--- config.mk ---
export PLATFORM = sky130hd
export DESIGN_NAME = sme_rng_bank
export DESIGN_NICKNAME = d
export VERILOG_FILES = /design/src/rtl/sme_rng_bank.sv
export SDC_FILE = /design/constraint.sdc
export NUM_CORES = 1
export LEC_CHECK = 0
export BUFFER_PORTS_ARGS = -buffer_cell sky130_fd_sc_hd__buf_2
export CORE_UTILIZATION = 50
export CTS_CLUSTER_SIZE = 28
export DETAILED_ROUTE_END_ITERATION = 12
export PLACE_DENSITY = 0.75
export SYNTH_ARGS = -nofsm -noshare
export SYNTH_HDL_FRONTEND = slang
export SYNTH_SLANG_ARGS = --single-unit
--- constraint.sdc ---
create_clock -name g_clk -period 5.3 [get_ports g_clk]
set_clock_uncertainty 0.15 [all_clocks]
set_input_delay 1.06 -clock g_clk [delete_from_list [all_inputs] [get_ports g_clk]]
set_output_delay 1.06 -clock g_clk [all_outputs]
set_load 0.05 [all_outputs]
--- src/rtl/sme_rng_bank.sv ---
// rtl/sme_rng_bank.sv - bank of seedable xorshift32 lanes supplying masking guard words
// Lanes are loaded word-by-word in LOAD, then advanced together on step in RUN.
module sme_rng_bank #(
    parameter int          XLEN       = 32,
    parameter int          SMAX       = 3,
    parameter logic [15:0] RESEED_CNT = 16'hFFFF,
    localparam int         RMAX       = SMAX + SMAX * (SMAX - 1) / 2,
    localparam int         RM         = RMAX - 1,
    localparam int         IW         = (RMAX > 1) ? $clog2(RMAX) : 1
) (
    input  logic                       g_clk,
    input  logic                       g_resetn,
    input  logic                       seed_valid,
    output logic                       seed_ready,
    input  logic [XLEN-1:0]            seed_data,
    input  logic                       reseed,
    input  logic                       step,
    output logic [RMAX-1:0][XLEN-1:0]  rng,
    output logic                       rng_ok,
    output logic                       reseed_req
);

    typedef enum logic {
        ST_LOAD = 1'b0,
        ST_RUN  = 1'b1
    } state_t;

    state_t          state;
    state_t          state_nxt;
    logic [IW-1:0]   seed_idx;
    logic [15:0]     step_cnt;
    logic            accept;
    logic            last_lane;

    function automatic logic [XLEN-1:0] xorshift32(input logic [XLEN-1:0] x);
        logic [XLEN-1:0] t;
        t = x ^ (x << 13);
        t = t ^ (t >> 17);
        t = t ^ (t << 5);
        return t;
    endfunction

    // A reseed in the same cycle as an offered word wins: the word is not taken.
    assign accept    = seed_valid && seed_ready && !reseed;
    assign last_lane = (seed_idx == IW'(RM));

    always_ff @(posedge g_clk) begin
        if (!g_resetn) begin
            state <= ST_LOAD;
        end else begin
            state <= state_nxt;
        end
    end

    always_comb begin
        state_nxt  = state;
        seed_ready = 1'b0;
        case (state)
            ST_LOAD: begin
                seed_ready = 1'b1;
                if (accept && last_lane) begin
                    state_nxt = ST_RUN;
                end
            end
            ST_RUN: begin
                seed_ready = 1'b0;
            end
            default: begin
                state_nxt = ST_LOAD;
            end
        endcase
        if (reseed) begin
            state_nxt = ST_LOAD;
        end
    end

    always_ff @(posedge g_clk) begin
        if (!g_resetn) begin
            seed_idx   <= '0;
            step_cnt   <= '0;
            rng_ok     <= 1'b0;
            reseed_req <= 1'b0;
            for (int i = 0; i < RMAX; i++) begin
                rng[i] <= XLEN'(i + 1);
            end
        end else if (reseed) begin
            // Lane contents are kept; only the bookkeeping restarts.
            seed_idx   <= '0;
            step_cnt   <= '0;
            rng_ok     <= 1'b0;
            reseed_req <= 1'b0;
        end else if (state == ST_LOAD) begin
            if (accept) begin
                rng[seed_idx] <= (seed_data == '0) ? XLEN'(1) : seed_data;
                if (last_lane) begin
                    seed_idx   <= '0;
                    step_cnt   <= '0;
                    rng_ok     <= 1'b1;
                    reseed_req <= 1'b0;
                end else begin
                    seed_idx <= seed_idx + IW'(1);
                end
            end
        end else if (step) begin
            for (int i = 0; i < RMAX; i++) begin
                rng[i] <= xorshift32(rng[i]);
            end
            // Count saturates; the request flag stays up until reseed/reset.
            if (step_cnt != RESEED_CNT) begin
                step_cnt <= step_cnt + 16'd1;
                if (step_cnt + 16'd1 == RESEED_CNT) begin
                    reseed_req <= 1'b1;
                end
            end
        end
    end

endmodule

**After elaboration in Yosys (flattened, before gate mapping)**

Index checks and enable logic that the tools add are counted.

- $add $sub $neg: 2
- Multipliers: 0
- Div/mod/pow operators: 0
- Magnitude comparators: 2
- Equality and inequality tests: 6
- Shifts and indexed selects: 0
- Muxes and demuxes: 22
- Bitwise operators: 21
- Reduce and logical (&&, ||, !) cells: 14

Operators by type and width:

| operator | count |
|---|---|
| 2-to-1 mux 192 bit | 3 |
| bitwise XOR 32 bit | 12 |
| bitwise mux 192 bit | 1 |
| bitwise XOR 32 x 15 -> 32 bit | 6 |
| demux 32 bit (select 3 bit) | 1 |
| 2-to-1 mux 16 bit | 5 |
| 2-to-1 mux 32 bit | 2 |
| logical NOT 32 bit | 1 |
| adder 16 x 1 -> 16 bit, second input constant | 1 |
| equality test 16 bit, second input constant | 1 |
| != test 16 bit, second input constant | 1 |
| 2-to-1 mux 1 bit | 8 |
| AND reduction 3 bit | 2 |
| AND reduction 5 bit | 1 |
| logical AND 1 bit | 4 |
| < comparator 3 x 4 -> 1 bit, second input constant | 1 |
| != test 2 x 1 -> 1 bit, second input constant | 2 |
| AND reduction 4 bit | 1 |
| nonzero test 2 bit | 2 |
| adder 3 x 1 -> 3 bit, second input constant | 1 |
| equality test 3 bit, second input constant | 1 |
| greater-or-equal comparator 3 x 1 -> 1 bit, second input constant | 1 |
| 2-to-1 mux 3 bit | 1 |
| NOT 1 bit | 3 |
| other kinds (5) | 5 |

- Register bits: 214
- Bits in latches: 0
- Bits in writable memories: 0
- Memory bits (read-only): 0
- Input bits: 37
- Output and inout port bits: 195
- Logic and storage cells: 78
- Memories kept: 0

**Logic depth before layout (Yosys ltp)**

- Word-level depth: 7
- Gate-level depth with buffers: 8
- Mapped depth without buffers: 6

**Worst setup path before layout**

OpenSTA, ideal clock, no wires.

- Path kind: reg-to-output
- From: reg state
- To: out seed_ready
- Arrival: 1.225 ns
- Required time: 4.090 ns
- Setup slack: 2.865 ns
- Stages on the path, launching flop included: 4
- Path buffers: 2
- Cells stage by stage: dfxtp_1 -> buf_6 -> clkinv_1 -> clkbuf_1

- Cells in the longest elaborated chain, start to end: 2

RTL lines:

| what | RTL line | RTL |
|---|---|---|
| from (decl) | 28 | `state_t state;` |
| from (signal assigned) | 51 | `state <= state_nxt;` |
| NOT 1 bit (no source line) | -- |  |
| one-hot mux 1 bit (2 select lines) (*) | 58 | `case (state)` |
| to (decl) | 14 | `output logic seed_ready,` |

Every way passes the cells marked *; elsewhere a longest branch is shown, timed or not.

**Worst setup path after layout**

- From: in g_resetn
- To: reg step_cnt[2]

- Cells in the longest elaborated chain, start to end: 2

RTL lines:

| what | RTL line | RTL |
|---|---|---|
| from (decl) | 12 | `input logic g_resetn,` |
| NOT 1 bit (no source line) | -- |  |
| OR reduction 2 bit (no source line) | -- |  |
| to (signal assigned) | 110 | `step_cnt <= step_cnt + 16'd1;` |
| to (decl) | 31 | `logic [15:0] step_cnt;` |

Every way passes these cells.
A chain may end at the register's enable or synchronous reset.

==> impl_table.tex <==
\begin{tabular}{lr}
\hline
Metric & Value \\
\hline
\multicolumn{2}{l}{\textbf{Outcome}} \\
Status & complete, no violations \\
\multicolumn{2}{l}{\textbf{Clock tree}} \\
Master cell of the clock root buffer & sky130\_fd\_sc\_hd\_\_clkbuf\_16 \\
\# H-tree levels & 1 \\
Cts bufs inserted & 25 \\
Post-CTS setup buffer count & 0 \\
Clock tree from TritonCTS & done \\
Count of instances resized after the clock tree is built & 0 \\
Number of sinks on the clock net & 214 \\
Hold-fix buffers, CTS & 0 \\
Maximum clock path buffer count & 3 \\
Clk pin slew, worst setup/hold paths & 0.06 ns \\
Clock insertion delay at the later pin of the skew report & 0.53 ns \\
\multicolumn{2}{l}{\textbf{Hold path}} \\
Hold Crit Start & reseed\_req\$\_SDFFE\_PP0P\_ \\
Hold path depth & 2 \\
Class of the worst hold path & flop to flop \\
\multicolumn{2}{l}{\textbf{Routing}} \\
Number of DRC violations after detailed-routing iteration 0 & 1,565 \\
Number of nets with antenna violations after detailed routing & 0 \\
Routed vias/inst & 6.34 \\
Highest signal layer in the routed design & met4 \\
Final routed wirelength across all metal layers & 44,400 um \\
Final routed DRC violation total & 0 \\
Wire length on met1 & 17,700 um \\
Detailed-routed wire length on met3 & 4510 um \\
WL per Instance & 21.9 um \\
Total length of routed met2 wires & 19,700 um \\
Total vias in the final route & 12,900 \\
First-pass DRT Iterations & 7 \\
\multicolumn{2}{l}{\textbf{Floorplanning}} \\
Die X-Extent & 164 um \\
Starting density of the core & 51.4\% \\
Standard-cell rows & 58 \\
I/O pins & 232 \\
Core area & 0.0255 mm\^{}2 \\
Die Y & 164 um \\
Area enclosed by the die boundary & 0.0268 mm\^{}2 \\
\multicolumn{2}{l}{\textbf{Placement}} \\
Area of placed instances & 0.0143 mm\^{}2 \\
GP Congestion & 0.895 \\
Dpl cells & 1,984 \\
Worst Setup Slack post-DPL & 1.13 ns \\
Total half-perimeter wirelength after legalization and detailed placement & 29,000 um \\
Port-buffer cells & 231 \\
\multicolumn{2}{l}{\textbf{Yosys}} \\
Post-synth ARST share & 0\% \\
Mapped Nets & 1,561 \\
Sequential area share after synthesis & 32.7\% \\
Yosys top cell by area & sky130\_fd\_sc\_hd\_\_dfxtp\_1 \\
Number of warnings reported in the yosys synthesis log & 0 \\
Number of library cell types mapped by synthesis & 87 \\
Netlist area before placement & 0.0131 mm\^{}2 \\
Post-Synthesis Mean Instance Area & 8.60 um\^{}2 \\
Proportion of netlist area held by the largest area contributor & 32.7\% \\
Top cells by area in the synthesized netlist & sky130\_fd\_sc\_hd\_\_dfxtp\_1 33\%, sky130\_fd\_sc\_hd\_\_xnor2\_1 17\%, sky130\_fd\_sc\_hd\_\_a221oi\_1 9.0\% \\
Number of synthesized register bits & 214 \\
Most used DFF post-synth & sky130\_fd\_sc\_hd\_\_dfxtp\_1 \\
Leading post-synthesis cells by instance count & 261 x sky130\_fd\_sc\_hd\_\_xnor2\_1, 214 x sky130\_fd\_sc\_hd\_\_dfxtp\_1, 169 x sky130\_fd\_sc\_hd\_\_nor2\_1, 134 x sky130\_fd\_sc\_hd\_\_a221oi\_1, 114 x sky130\_fd\_sc\_hd\_\_nor3\_1 \\
Most numerous cell in the Yosys netlist & sky130\_fd\_sc\_hd\_\_xnor2\_1 \\
Post-synth EDFFs & 0 \\
Post-synthesis instance total & 1,522 \\
\multicolumn{2}{l}{\textbf{Power and ir drop}} \\
Peak supply drop & 0.186 mV \\
Leakage power & 5.91 nW \\
Areal power density over the cells & 246 mW/mm\^{}2 \\
Post-layout power & 3.70 mW \\
\multicolumn{2}{l}{\textbf{Worst setup path}} \\
Launch point of the worst reg-to-reg path & state\$\_SDFF\_PP0\_ \\
Maximum fanout along the worst path & 50 \\
Critical-path cell list & buf\_2 > clkinv\_2 > nor2\_1 > a22oi\_1 > mux2i\_1 \\
Kind of cell with the highest combined delay on the critical path & buffers and inverters \\
Critical path endpoint category & flop \\
Worst setup path start & g\_resetn \\
Crit path max-delay cell type & sky130\_fd\_sc\_hd\_\_clkinv\_2 \\
Nature of the critical path startpoint & input port \\
Path length in cells of the critical path & 5 \\
Worst path buffer plus inverter count & 2 \\
Register-to-Register Path Depth & 5 \\
CP required & 5.60 ns \\
Delay of the slowest cell on the worst path & 0.91 ns \\
Worst setup path category & input port to flop \\
Data arrival time of the critical path & 4.00 ns \\
\multicolumn{2}{l}{\textbf{Cells and area}} \\
Fraction of layout cells with a size suffix above 1 & 20.1\% \\
Utilization after layout & 59.1\% \\
Count of non-filler cells in the finished layout & 2,028 \\
Area Growth Syn to Fin & 15.0\% \\
Design Area, Final & 0.0151 mm\^{}2 \\
Number of nets in the layout & 1,720 \\
\multicolumn{2}{l}{\textbf{Timing}} \\
Least-Margin Pin Slew & 1.25 ns \\
Worst hold slack & 0.338 ns \\
Unrepaired setup endpoints after global routing & false \\
Worst slew margin relative to its limit & 16.9\% \\
Setup violators final & 0 \\
Max Clk Rate & 0.270 GHz \\
Fraction of the cycle the final worst path needs & 69.8\% \\
Accumulated negative setup slack & 0 ns \\
Endpoints failing hold & 0 \\
Min setup slack post-route & 1.60 ns \\
Pins Over Slew Limit & 0 \\
Clock period minus final worst setup slack & 3.70 ns \\
\multicolumn{2}{l}{\textbf{Global route}} \\
Number of global-route vias before repair & 11,800 \\
Global-route wire length before repair & 67,000 um \\
Grt total ovfl & 0 \\
Number of antenna violations at the first check in global routing & 0 \\
Maximum number of pins on one net before global-route repair & 78 \\
GRT Util Overall & 32.1\% \\
\multicolumn{2}{l}{\textbf{Job}} \\
Max-cap violations & 0 \\
\hline
\end{tabular}
[layer usage]
layer | track usage, % | vias up
li1 | - | 5840
met1 | 41.3 | 6072
met2 | 49.8 | 779
met3 | 6.92 | 172
met4 | 17.9 | 0
met5 | 1.14 | -
[worst register-to-register path, cell delays in order, from the launching register on]
cell                      delay [ns]
sky130_fd_sc_hd__dfxtp_4        0.79
sky130_fd_sc_hd__mux2_4         0.37
sky130_fd_sc_hd__nand2_4        0.25
sky130_fd_sc_hd__nor2_2         1.04
sky130_fd_sc_hd__o21ai_0        0.15
sky130_fd_sc_hd__o21ba_2        0.28
[worst paths after layout]
check                                           endpoint  slack, ns
worst max register to register      rng[45]$_SDFFE_PN0P_       2.22
worst min-delay path             reseed_req$_SDFFE_PP0P_       0.34
worst max-delay path            step_cnt[2]$_SDFFE_PP0P_       1.60
worst min register to register   reseed_req$_SDFFE_PP0P_       0.34
[where the power goes]
part,leakage [nW],switching (mW),internal (mW)
clock,0.366,0.677,0.932
combinational,3.82,0.300,0.132
sequential,1.73,0.0298,1.63
total,5.91,1.01,2.69
[logic make-up after synthesis]
group	after synthesis	share of synthesized area (%)
mux	5	0.430
xor+xnor	368	24.9
compound gates	382	21.6
simple gates	428	16.0
buf+inv	123	4.13
fa+ha+maj	2	0.191
flops	214	32.7
[sequential cells by signal, summed over array words and instances (netlist names)]
signal      flops
reseed_req      1
seed_idx        3
rng           192
rng_ok          1
state           1
step_cnt       16
[area by class of cell]
cell class	instances	area (um^2)
Timing Repair Buffer	248	1280
Antenna cell	2	5.00
Inverter	7	27.5
Tap cell	330	413
Multi-Input combinational cell	1185	8300
Clock inverter	3	15.0
Clock buffer	39	728
Sequential cell	214	4290
Fill cell	2264	10400
[cell usage in the layout (no fill, tap or decap), types with 5 or more instances in the layout]
cell type / Yosys / layout
sky130_fd_sc_hd__clkbuf_8: 0 / 5
sky130_fd_sc_hd__o221ai_1: 6 / 6
sky130_fd_sc_hd__a21oi_1: 40 / 40
sky130_fd_sc_hd__a22oi_1: 11 / 11
sky130_fd_sc_hd__nand3_1: 24 / 24
sky130_fd_sc_hd__nand4_1: 7 / 7
sky130_fd_sc_hd__o221a_2: 16 / 16
sky130_fd_sc_hd__nor4_1: 9 / 9
sky130_fd_sc_hd__nor3_1: 114 / 114
sky130_fd_sc_hd__and2_1: 17 / 17
sky130_fd_sc_hd__xor2_1: 103 / 103
sky130_fd_sc_hd__clkbuf_16: 0 / 25
sky130_fd_sc_hd__a31oi_1: 16 / 16
sky130_fd_sc_hd__o21ai_0: 97 / 97
sky130_fd_sc_hd__a221oi_1: 134 / 134
sky130_fd_sc_hd__clkbuf_1: 74 / 9
sky130_fd_sc_hd__nor2_1: 169 / 167
sky130_fd_sc_hd__nand2_1: 51 / 51
sky130_fd_sc_hd__buf_4: 7 / 17
sky130_fd_sc_hd__xnor2_1: 261 / 261
sky130_fd_sc_hd__o22ai_1: 6 / 6
sky130_fd_sc_hd__dfxtp_1: 214 / 213
sky130_fd_sc_hd__buf_2: 29 / 231
sky130_fd_sc_hd__a22o_1: 7 / 7
sky130_fd_sc_hd__a211oi_1: 7 / 7
No activity file was read; power rests on OpenSTA's default activity.
